## src/rtl/riscv32s_pkg.sv

```systemverilog
// Shared constants for the MMIO stream port: register word offsets, STATUS/CTRL
// bit positions and the register window size.
package riscv32s_pkg;

    localparam int WINDOW_BYTES = 16;

    // Word index within the window, taken from address[3:2]
    localparam logic [1:0] OFF_DATA   = 2'd0;
    localparam logic [1:0] OFF_STATUS = 2'd1;
    localparam logic [1:0] OFF_CTRL   = 2'd2;
    localparam logic [1:0] OFF_COUNT  = 2'd3;

    localparam int ST_FULL    = 0;
    localparam int ST_EMPTY   = 1;
    localparam int ST_OVF     = 2;
    localparam int ST_OCC_LSB = 8;
    localparam int ST_OCC_W   = 8;

    localparam int CTRL_FLUSH   = 0;
    localparam int CTRL_CLR_OVF = 1;

endpackage

```

## src/rtl/mmio_stream_port_sync_fifo.sv

```systemverilog
// Synchronous FIFO with flush; head word is presented combinationally on rdata.
// Storage is not reset, only pointers and occupancy.
module sync_fifo #(
    parameter int WIDTH     = 32,
    parameter int FIFODEPTH = 8
) (
    input  logic                         clock,
    input  logic                         nreset,
    input  logic                         push,
    input  logic                         pop,
    input  logic                         flush,
    input  logic [WIDTH-1:0]             wdata,
    output logic [WIDTH-1:0]             rdata,
    output logic                         full,
    output logic                         empty,
    output logic [$clog2(FIFODEPTH):0]   occupancy
);

    localparam int AW = $clog2(FIFODEPTH);
    localparam logic [AW-1:0] PTR_ONE  = AW'(1);
    localparam logic [AW:0]   OCC_ONE  = (AW+1)'(1);
    localparam logic [AW:0]   OCC_FULL = (AW+1)'(FIFODEPTH);

    logic [WIDTH-1:0] mem_q [FIFODEPTH];
    logic [AW-1:0]    wr_ptr_q, wr_ptr_d;
    logic [AW-1:0]    rd_ptr_q, rd_ptr_d;
    logic [AW:0]      occ_q, occ_d;
    logic             do_push, do_pop;

    assign full      = (occ_q == OCC_FULL);
    assign empty     = (occ_q == '0);
    assign occupancy = occ_q;
    assign rdata     = mem_q[rd_ptr_q];

    always_comb begin
        do_pop   = pop & ~empty;
        // A full FIFO still takes a word when the head leaves in the same cycle
        do_push  = push & (~full | do_pop) & ~flush;
        wr_ptr_d = wr_ptr_q;
        rd_ptr_d = rd_ptr_q;
        occ_d    = occ_q;
        if (flush) begin
            wr_ptr_d = '0;
            rd_ptr_d = '0;
            occ_d    = '0;
        end else begin
            if (do_push) wr_ptr_d = wr_ptr_q + PTR_ONE;
            if (do_pop)  rd_ptr_d = rd_ptr_q + PTR_ONE;
            case ({do_push, do_pop})
                2'b10:   occ_d = occ_q + OCC_ONE;
                2'b01:   occ_d = occ_q - OCC_ONE;
                default: occ_d = occ_q;
            endcase
        end
    end

    always_ff @(posedge clock or negedge nreset) begin
        if (!nreset) begin
            wr_ptr_q <= '0;
            rd_ptr_q <= '0;
            occ_q    <= '0;
        end else begin
            wr_ptr_q <= wr_ptr_d;
            rd_ptr_q <= rd_ptr_d;
            occ_q    <= occ_d;
        end
    end

    always_ff @(posedge clock) begin
        if (do_push) mem_q[wr_ptr_q] <= wdata;
    end

endmodule

```

## src/rtl/mmio_stream_port.sv

```systemverilog
// Memory-mapped register window that buffers DATA stores in a FIFO and drains
// them to a valid/ready stream. Optional transfer counter at 0xC: MMIO_STREAM_COUNT_EN.
module mmio_stream_port
    import riscv32s_pkg::*;
#(
    parameter int                WIDTH     = 32,
    parameter logic [WIDTH-1:0]  BASEADDR  = WIDTH'(32'h0000_1000),
    parameter int                FIFODEPTH = 8
) (
    input  logic             clock,
    input  logic             nreset,
    input  logic [WIDTH-1:0] address,
    input  logic [WIDTH-1:0] wdata,
    input  logic             enw,
    output logic             hit,
    output logic [WIDTH-1:0] rdata,
    output logic [WIDTH-1:0] tdata,
    output logic             tvalid,
    input  logic             tready
);

    localparam int WIN_LSB = $clog2(WINDOW_BYTES);
    localparam int OCC_W   = $clog2(FIFODEPTH) + 1;

    logic [1:0]       offset;
    logic             push, pop, ctrl_wr, flush, clr_ovf, ovf_set;
    logic             full, empty;
    logic [OCC_W-1:0] occupancy;
    logic [WIDTH-1:0] status;
    logic             ovf_q, ovf_d;
    logic             unused_addr_bits;

    assign hit    = (address[WIDTH-1:WIN_LSB] == BASEADDR[WIDTH-1:WIN_LSB]);
    assign offset = address[WIN_LSB-1:2];
    assign unused_addr_bits = ^address[1:0];

    assign push    = enw & hit & (offset == OFF_DATA);
    assign ctrl_wr = enw & hit & (offset == OFF_CTRL);
    assign flush   = ctrl_wr & wdata[CTRL_FLUSH];
    assign clr_ovf = ctrl_wr & wdata[CTRL_CLR_OVF];
    assign tvalid  = ~empty;
    assign pop     = tvalid & tready;
    // A store dropped by a flush in the same cycle is intentionally not an overflow
    assign ovf_set = push & full & ~pop & ~flush;

    sync_fifo #(
        .WIDTH     (WIDTH),
        .FIFODEPTH (FIFODEPTH)
    ) u_fifo (
        .clock     (clock),
        .nreset    (nreset),
        .push      (push),
        .pop       (pop),
        .flush     (flush),
        .wdata     (wdata),
        .rdata     (tdata),
        .full      (full),
        .empty     (empty),
        .occupancy (occupancy)
    );

    always_comb begin
        ovf_d = ovf_q;
        if (ovf_set)      ovf_d = 1'b1;
        else if (clr_ovf) ovf_d = 1'b0;
    end

    always_ff @(posedge clock or negedge nreset) begin
        if (!nreset) ovf_q <= 1'b0;
        else         ovf_q <= ovf_d;
    end

`ifdef MMIO_STREAM_COUNT_EN
    logic [WIDTH-1:0] count_q, count_d;
    logic             count_clr;

    assign count_clr = enw & hit & (offset == OFF_COUNT);

    always_comb begin
        count_d = count_q;
        if (count_clr) count_d = '0;
        else if (pop)  count_d = count_q + WIDTH'(1);
    end

    always_ff @(posedge clock or negedge nreset) begin
        if (!nreset) count_q <= '0;
        else         count_q <= count_d;
    end
`endif

    always_comb begin
        status = '0;
        status[ST_FULL]  = full;
        status[ST_EMPTY] = empty;
        status[ST_OVF]   = ovf_q;
        status[ST_OCC_LSB +: OCC_W] = occupancy;
    end

    always_comb begin
        rdata = '0;
        if (hit) begin
            case (offset)
                OFF_STATUS: rdata = status;
`ifdef MMIO_STREAM_COUNT_EN
                OFF_COUNT:  rdata = count_q;
`endif
                default:    rdata = '0;
            endcase
        end
    end

endmodule

```

## config.mk

```make
export PLATFORM = sky130hd
export DESIGN_NAME = mmio_stream_port
export DESIGN_NICKNAME = d
export VERILOG_FILES = /design/src/rtl/riscv32s_pkg.sv /design/src/rtl/mmio_stream_port_sync_fifo.sv /design/src/rtl/mmio_stream_port.sv
export SDC_FILE = /design/constraint.sdc
export NUM_CORES = 1
export LEC_CHECK = 0
export CORE_ASPECT_RATIO = 0.7
export CORE_MARGIN = 2
export CORE_UTILIZATION = 55
export DETAILED_ROUTE_END_ITERATION = 10
export PLACE_DENSITY = 0.79
export SYNTH_ARGS = -nofsm -noshare
export SYNTH_HDL_FRONTEND = slang
export SYNTH_SLANG_ARGS = --single-unit
```

## constraint.sdc

```tcl
create_clock -name clock -period 6.6 [get_ports clock]
set_clock_uncertainty 0.2 [all_clocks]
set_input_delay 0.66 -clock clock [delete_from_list [all_inputs] [get_ports clock]]
set_output_delay 0.66 -clock clock [all_outputs]
set_load 0.01 [all_outputs]
```

==> out/metrics.cfg, run 1 <==
[yosys]
ys_ff_latch=267
syn_area_sq_um=10700
ys_seq_area_share_pct=74.1
synthCells=514
ys.warnings.count=0
synth-edff-count=256
synth_flop_cell=edfxtp_1
synth.avg_cell_area_sq_um=20.9
synth-async-reset-ratio_pct=4.12
yosysUniqueCellTypes=48

[timing]
tightest_slew_ns=1.02
max_freq_ghz=0.227
period_needed_ns=4.41
finalSetupTns_ns=0
rsz0062_at_grt=no
relSlewSlack_pct=32.1
drv_slew=0
hold_viol_final=0
min_period_over_period_pct=66.9
setup_violations=0

[cts]
clk_latency_ns=0.51
cts.sinks=267
clockBufferDepth=3
cts_root_buf=clkbuf_16
cts_buffers=24
cts_resized=0
cts_tree=built
clk_pin_slew_ns=0.06
hold_buffers=0
htreeDepth=1
post-cts-setup-buffers=0

[layout]
design_area_sq_um=12800
nets=702
syn2layout_area_growth_pct=18.9
diodes=0
nFillCells=1261
drive_above_1_share_pct=23.5

[grt]
grt_pass1_vias=5374
grt_max_degree=46
antenna_found_initial=0
grt_use_total_pct=20.3
overflow=0
grt_pass1_wl_um=31200

[setup_path]
slowest_delay_ns=0.63
critPathLaunchType=primary input
cp.required_ns=5.74
endpoint_kind=output port
cp.arrival_ns=3.55
worstSetupPathType=in -> out
ff2ff_path_depth=9
path_buf_inv=2
crit_cells=6
crit_slowest_cell=nor4b_1
path_max_fanout=6
crit_path_frequent_cell=clkdlybuf4s50_1
path_cells=clkdlybuf4s50_1, or4_1, or3_1, nor4b_1, and2_1, clkdlybuf4s50_1
crit_family=simple AND/OR/NAND/NOR gates

[drt]
drc=0
wl_um=20300
vias=5225
drt-initial-drc-count=401
vias_per_cell=5.74
antenna_left=0
post_drt_wl_per_cell_um=22.3
drtPass1Iterations=5

[flow_run]
cap_violations=0

[placed_design]
portBuffers=106
dp_hpwl_um=11600
postPlaceCellArea_sq_um=12100
gp_congestion=0.846

[die]
io_pins=134
die-area_sq_um=20700
core_area_sq_um=19000
die_h_um=121
rows=42
die_x_um=171
initial_core_util_pct=56.5

[power]
p_leak_nw=4.05
power_density_nw_per_um2=353
ir_drop_mv=0.194

[min_path]
worstHoldPathType=in -> async

[outcome]
status=finished, final reports clean

==> stage by stage <==
stage	utilization [%]	cells	setup WS, ns	hold WS (ns)	power [mW]
after detailed placement	63.6	869	1.98	0.307	3.32
after global placement	63.6	869	2.12	0.297	3.31
after CTS	67.2	910	2.12	0.299	4.56
after floorplan	-	538	0.550	0.164	2.83
final	67.2	910	2.19	0.304	4.51
after global routing	67.2	910	1.97	0.332	4.71
==> power by group <==
part	switching (mW)	total, mW	internal (mW)
clock network	0.557	1.24	0.685
registers	0.200	2.08	1.88
logic	0.410	1.19	0.783
==> cell usage after synthesis (2+ instances only) <==
cell type / n / area (sq um)
edfxtp_1: 256 / 7690
mux4_2: 64 / 1440
mux2_2: 32 / 360
buf_4: 25 / 188
clkbuf_1: 15 / 56.3
dfrtp_1: 11 / 275
nand2_1: 9 / 33.8
nor2_1: 9 / 33.8
buf_1: 8 / 30.0
nand3_1: 7 / 35.0
nor3_1: 7 / 35.0
nor4_1: 7 / 43.8
and2_1: 4 / 25.0
inv_1: 4 / 15.0
o21ai_0: 4 / 20.0
xor2_1: 4 / 35.0
a21oi_1: 3 / 15.0
ha_1: 3 / 37.5
nand4_1: 3 / 18.8
or4_1: 3 / 22.5
buf_2: 2 / 10.0
nand2b_1: 2 / 12.5
nand3b_1: 2 / 15.0
nor3b_1: 2 / 15.0
nor4b_1: 2 / 17.5
nor4b_4: 2 / 47.6
o311ai_1: 2 / 17.5
or4_4: 2 / 22.5
==> cells in the final DEF, fill, tap and decap left out, types with 6 or more instances in the layout <==
cell type,netlist,layout
edfxtp_1,256,256
buf_4,25,10
clkbuf_1,15,6
mux2_2,32,32
dfrtp_1,11,8
nor4_1,7,6
nand2_1,9,9
mux4_2,64,64
clkdlybuf4s50_1,0,106
nand3_1,7,7
conb_1,1,25
clkbuf_16,0,25
nor2_1,9,8
clkinv_1,0,9
==> sequential cells by signal, summed over array words and instances (netlist names) <==
| register | cells |
|---|---|
| u_fifo.mem_q | 256 |
| u_fifo.occupancy | 4 |
| u_fifo.rd_ptr_q | 3 |
| u_fifo.wr_ptr_q | 3 |
| ovf_q | 1 |
==> routing by layer <==
layer	share of wire, %	global-route usage [%]
met1	42	28.3
met4	2.4	4.93
met3	5.7	3.78
met5	0	0
met2	50	33.8
==> cell type report <==
cell class	instances	area (sq um)	share of cell area, %
well taps	264	330	2.59
flip-flops and latches	267	7970	62.4
clock buffers	31	648	5.07
inverters	4	15.0	0.118
multi-input cells	216	2600	20.3
repair buffers	118	1180	9.20
clock inverters	10	38.8	0.304
==> worst paths after layout <==
check / endpoint / slack, ns / start
min in group clock: ovf_q$_DFFE_PN0P_ / 0.32 / ovf_q$_DFFE_PN0P_
min reg2reg: ovf_q$_DFFE_PN0P_ / 0.32 / ovf_q$_DFFE_PN0P_
min: ovf_q$_DFFE_PN0P_ / 0.30 / nreset
max in group asynchronous: u_fifo.rd_ptr_q[0]$_DFFE_PN0P_ / 5.49 / nreset
max reg2reg: u_fifo.occupancy[2]$_DFFE_PN0P_ / 3.25 / u_fifo.occupancy[0]$_DFFE_PN0P_
max: rdata[2] / 2.19 / address[19]
==> cells by family (layout without fill, tap and decap cells) <==
kind of cell | Yosys count | in the layout | synth area share, %
flops | 267 | 267 | 74.1
mux | 97 | 97 | 16.9
simple gates | 69 | 69 | 4.31
buf+inv | 55 | 163 | 2.89
compound gates | 18 | 18 | 1.16
xor+xnor | 4 | 4 | 0.326
fa+ha+maj | 3 | 3 | 0.349
other cells | 1 | 25 | 0.0349
(Power assumes the default switching activity.)
==> run 2: changes to the inputs <==
CORE_UTILIZATION = 50   (was 55)
PLACE_DENSITY = 0.76   (was 0.79)
clock period = 4 ns   (was 6.6 ns; I/O delays follow)
==> run 2 against run 1 <==
  * Hold slack lost 0.26 ns
  * Combinational power grew 78%
  * Wire length up 2.9%
  * Clock power is 86% higher
==> out/metrics.cfg, run 2 (synthesis results as in run 1) <==
[outcome]
status=finished, final reports clean

[grt]
grt_max_degree=34
grt_use_total_pct=18.8
antenna_found_initial=0
grt_pass1_vias=5527
overflow=0
grt_pass1_wl_um=31900

[die]
die_h_um=127
rows=44
die-area_sq_um=22700
core_area_sq_um=20900
die_x_um=179
initial_core_util_pct=51.4
io_pins=134

[cts]
cts_resized=0
clockBufferDepth=3
htreeDepth=1
cts.sinks=267
clk_latency_ns=0.51
hold_buffers=0
post-cts-setup-buffers=0
cts_root_buf=clkbuf_16
clk_pin_slew_ns=0.07
cts_buffers=25
cts_tree=built

[placed_design]
gp_congestion=0.816
dp_hpwl_um=12600
portBuffers=106
postPlaceCellArea_sq_um=12300

[layout]
final_common_cell=edfxtp_1
drive_above_1_share_pct=26.0
layout_common_cells=256 x edfxtp_1, 106 x clkdlybuf4s50_1, 64 x mux4_2, 32 x mux2_2
design_area_sq_um=13100
nets=714
regMostFlops=u_fifo.mem_q
syn2layout_area_growth_pct=21.4
diodes=0
largest_reg_flops=256

[setup_path]
critPathLaunchType=primary input
crit_path_start=address[26]
crit_path_frequent_cell=clkdlybuf4s50_1
endpoint_kind=output port
path_cells=clkdlybuf4s50_1, or4_4, or3_1, nor4b_1, and2_1, clkdlybuf4s50_1
cp.arrival_ns=3.10
worstSetupPathType=in -> out
cp.required_ns=3.40
slowest_delay_ns=0.54
path_max_fanout=6
crit_slowest_cell=clkdlybuf4s50_1
rr_startpoint=u_fifo.occupancy[0]$_DFFE_PN0P_

[timing]
relSlewSlack_pct=32.4
drv_slew=0
hold_viol_final=0
period_needed_ns=3.70
tightest_slew_ns=1.01
rsz0062_at_grt=no
finalSetupTns_ns=0
max_freq_ghz=0.271
timing.hold.ws_ns=0.0445
min_period_over_period_pct=92.4
setup_violations=0

[power]
p_leak_nw=4.17
p_clk_share_pct=29.6
power_density_nw_per_um2=597
pwr-share-comb_pct=27.2
p_int_mw=5.77
switching_share_pct=25.8
seqPwrFrac_pct=43.2
ir_drop_mv=0.410
switching_power_mw=2.01
fin_total_pwr_mw=7.79

[drt]
vias_per_cell=5.68
drtPass1Iterations=5
wl_um=20900
drc=0
post_drt_wl_per_cell_um=22.3
drt-initial-drc-count=515
antenna_left=0
vias=5323

[flow_run]
cap_violations=0

[min_path]
worstHoldPathType=in -> async

-- run 2: changes by cell type in the layout (fill, tap and decap cells not counted) --
cell / delta
clkinv_1: -4
buf_4: +8
clkbuf_1: -1
clkinv_2: +5
nor3_4: +2
nor4_2: -1
nor4_4: +1
inv_6: +1
buf_12: +3
nor3_2: -2
nor3b_2: -2
bufinv_16: +3
nor3b_4: +2
-- run 2: critical path: cells and delay by family --
family | cells | cell delay (ns)
simple gates | 4 | 1.72
buf+inv | 2 | 0.96
-- run 2: power groups by stage --
stage          Clock [mW]  Sequential (mW)  Combinational [mW]
4_1_cts              2.35             3.37                2.15
3_3_place_gp            0             3.42                2.09
2_1_floorplan           0             3.18                1.48
6_report             2.31             3.36                2.12
5_1_grt              2.46             3.39                2.26
3_5_place_dp            0             3.43                2.12
-- run 2: path summary, 6_finish.rpt --
path / cells past startpoint / slack, ns / endpoint
min reg2reg: 1 / 0.34 / ovf_q$_DFFE_PN0P_
max reg2reg: 9 / 0.56 / u_fifo.occupancy[2]$_DFFE_PN0P_
max in group asynchronous: 1 / 3.14 / u_fifo.rd_ptr_q[0]$_DFFE_PN0P_
min in group clock: 1 / 0.34 / ovf_q$_DFFE_PN0P_
min: 1 / 0.04 / u_fifo.wr_ptr_q[1]$_DFFE_PN0P_
max: 6 / 0.30 / rdata[9]
-- run 2: routing by layer --
| metal | vias to the layer above | global-route usage, % | routed length, um |
|---|---|---|---|
| li1 | 2330 | - | - |
| met1 | 2762 | 27.0 | 9150 |
| met2 | 187 | 30.2 | 10200 |
| met3 | 44 | 3.30 | 1010 |
| met4 | 0 | 5.08 | 520 |
| met5 | - | 0 | 0 |
-- run 2: layout make-up --
class	count	area [sq um]
sequential	267	7970
clock buffer	30	644
multi-input combinational	216	2630
clock inverter	15	148
fill	1425	7870
inverter	4	15.0
timing repair buffer	129	1300
tap	276	345
-- run 2: metrics by stage --
step | setup WS, ns | std cells | util [%]
after floorplan | -0.433 | 538 | -
after global placement | 0.245 | 892 | 58.6
after detailed placement | 0.103 | 892 | 58.6
after CTS | 0.289 | 937 | 62.4
after global routing | 0.184 | 937 | 62.4
final | 0.305 | 937 | 62.4
==> run 3: changes to the inputs <==
ABC_AREA = 1   (was unset)
==> run 3 against run 2 <==
  * Global-route usage grew 0.62 points
  * Clock-buffer cell count grew 4
  * Hold slack gained 0.0045 ns
  * Via count grew 30%
  * Synthesized cell count grew 74%
  * Wire length grew 8.7%
  * Clock power shrank 6%
  * Worst setup slack gained 0.034 ns
  * First-iteration DRC count grew 21%
  * Register-to-register slack gained 0.85 ns
==> out/metrics.cfg, run 3 <==
[cts]
cts_resized=0
hold_buffers=0
cts_tree=built
clk_latency_ns=0.51
cts_buffers=25
cts_root_buf=clkbuf_16
post-cts-setup-buffers=0
clk_pin_slew_ns=0.06
cts.sinks=267
clockBufferDepth=3
htreeDepth=1

[setup_path]
worstSetupEndpoint=tdata[23]
r2r_setup_slack_ns=1.41
crit_path_start=u_fifo.rd_ptr_q[0]$_DFFE_PN0P_
critPathLaunchType=flop
ff2ff_path_depth=9
cp.arrival_ns=3.06
r2r-end=u_fifo.mem_q[7][27]$_DFFE_PP_
worstSetupPathType=reg -> out
endpoint_kind=output port
rr_startpoint=u_fifo.occupancy[2]$_DFFE_PN0P_
cp.required_ns=3.40
path_max_fanout=46

[outcome]
status=finished, final reports clean

[layout]
regMostFlops=u_fifo.mem_q
nets=1070
drive_above_1_share_pct=8.37
layout.cells.non_filler=1298
layout_common_cells=256 x edfxtp_1, 252 x nor2_1, 132 x o21ai_0, 106 x clkdlybuf4s50_1, 36 x nand2_1
syn2layout_area_growth_pct=19.5
diodes=0
largest_reg_flops=256
final_common_cell=edfxtp_1

[power]
fin_total_pwr_mw=8.26
power_density_nw_per_um2=633
ir_drop_mv=0.485
p_leak_nw=4.42

[placed_design]
gp_congestion=0.775
dp_hpwl_um=12600
portBuffers=106
placedCellCount=1254

[grt]
globalRouteMet3Util_pct=3.08
grt_pass1_vias=6537
grt_use_met1_pct=27.1
grt_pass1_wl_um=35400
grt_max_degree=87
overflow=0
antenna_found_initial=0
use_met2_pct=32.9
grt_use_total_pct=19.4
grt_busiest_layer=met2

[drt]
antenna_left=0
vias_per_cell=5.34
vias=6933
drt-initial-drc-count=624
drc=0
post_drt_wl_per_cell_um=17.5
wl_um=22700
drtPass1Iterations=5

[yosys]
yosysUniqueCellTypes=31
yosysTopAreaCellShare_pct=70.4
ys_seq_area_share_pct=72.9
synth-async-reset-ratio_pct=4.12
yosysTopAreaCell=edfxtp_1
yosys.cell_count.top_type=edfxtp_1
ys_ff_latch=267
synthCells=896
synth_commonest_cells=256 x edfxtp_1, 252 x nor2_1, 132 x o21ai_0
synth-edff-count=256
syn_area_sq_um=10900
synth.area.top_cells=edfxtp_1 70%, nor2_1 8.7%, o21ai_0 6.0%
synth.avg_cell_area_sq_um=12.2
ys.warnings.count=0
synth_flop_cell=edfxtp_1

[die]
die-area_sq_um=23100
core_area_sq_um=21600
rows=45
io_pins=134
initial_core_util_pct=50.6
die_h_um=128
die_x_um=181

[timing]
relSlewSlack_pct=49.9
max_freq_ghz=0.273
min_period_over_period_pct=91.5
hold_viol_final=0
setup_violations=0
tightest_slew_ns=0.752
finalSetupTns_ns=0
drv_slew=0
rsz0062_at_grt=no
period_needed_ns=3.66

[flow_run]
cap_violations=0

[min_path]
worstHoldPathType=in -> async

run 3: worst min-delay path by stage:
stage                            startpoint                              to  slack, ns  cells past startpoint
after floorplan                      nreset               ovf_q$_DFFE_PN0P_       -0.1                      0
after global routing                 nreset  u_fifo.rd_ptr_q[2]$_DFFE_PN0P_       0.08                      1
after detailed placement  ovf_q$_DFFE_PN0P_               ovf_q$_DFFE_PN0P_       0.31                      2
final                                nreset  u_fifo.wr_ptr_q[0]$_DFFE_PN0P_       0.05                      1
after global placement    ovf_q$_DFFE_PN0P_               ovf_q$_DFFE_PN0P_       0.30                      2
after CTS                            nreset  u_fifo.wr_ptr_q[0]$_DFFE_PN0P_       0.05                      1
run 3: cell type report:
| class | instances | area, sq um |
|---|---|---|
| Clock inverter | 10 | 51.3 |
| Inverter | 23 | 88.8 |
| Sequential cell | 267 | 7970 |
| Fill cell | 1674 | 8520 |
| Clock buffer | 34 | 689 |
| Timing Repair Buffer | 126 | 1260 |
| Multi-Input combinational cell | 556 | 2640 |
| Tap cell | 282 | 353 |
run 3: per-stage QoR:
step / setup WS, ns / instance area (sq um) / hold WS [ns] / utilization [%]
2_1_floorplan: -0.211 / 11000 / -0.0956 / -
3_3_place_gp: 0.860 / 12300 / 0.296 / 57.1
3_5_place_dp: 0.833 / 12300 / 0.311 / 57.1
5_1_grt: 0.145 / 13000 / 0.0833 / 60.5
4_1_cts: 0.323 / 13000 / 0.0524 / 60.5
6_report: 0.338 / 13000 / 0.0490 / 60.5
run 3: cell families (layout without fill, tap and decap cells):
family	Yosys count	in the layout	synth area share (%)
compound gates	201	201	10.0
xor+xnor	1	1	0.0802
fa+ha+maj	3	3	0.344
buf+inv	97	193	4.35
flops	267	267	72.9
other cells	1	25	0.0343
simple gates	326	326	12.2
run 3: routing by layer:
metal | vias to the layer above | part of all wire, %
met5 | - | 0
met4 | 0 | 1.4
met3 | 26 | 5.1
met2 | 200 | 49
met1 | 3349 | 44
li1 | 3358 | -
run 3: where the power goes:
group | internal [mW] | switching [mW] | leakage (nW) | total [mW]
Combinational | 1.21 | 1.68 | 1.62 | 2.90
Sequential | 3.10 | 0.103 | 2.43 | 3.20
Clock | 1.20 | 0.953 | 0.369 | 2.16
run 3: critical path: stages, from the launching register on:
cell             delay, ns
dfrtp_4               0.76
clkinv_2              0.36
buf_4                 0.36
o21ai_0               0.22
o22ai_1               0.10
nor2_1                0.15
a31oi_1               0.07
clkdlybuf4s50_1       0.51
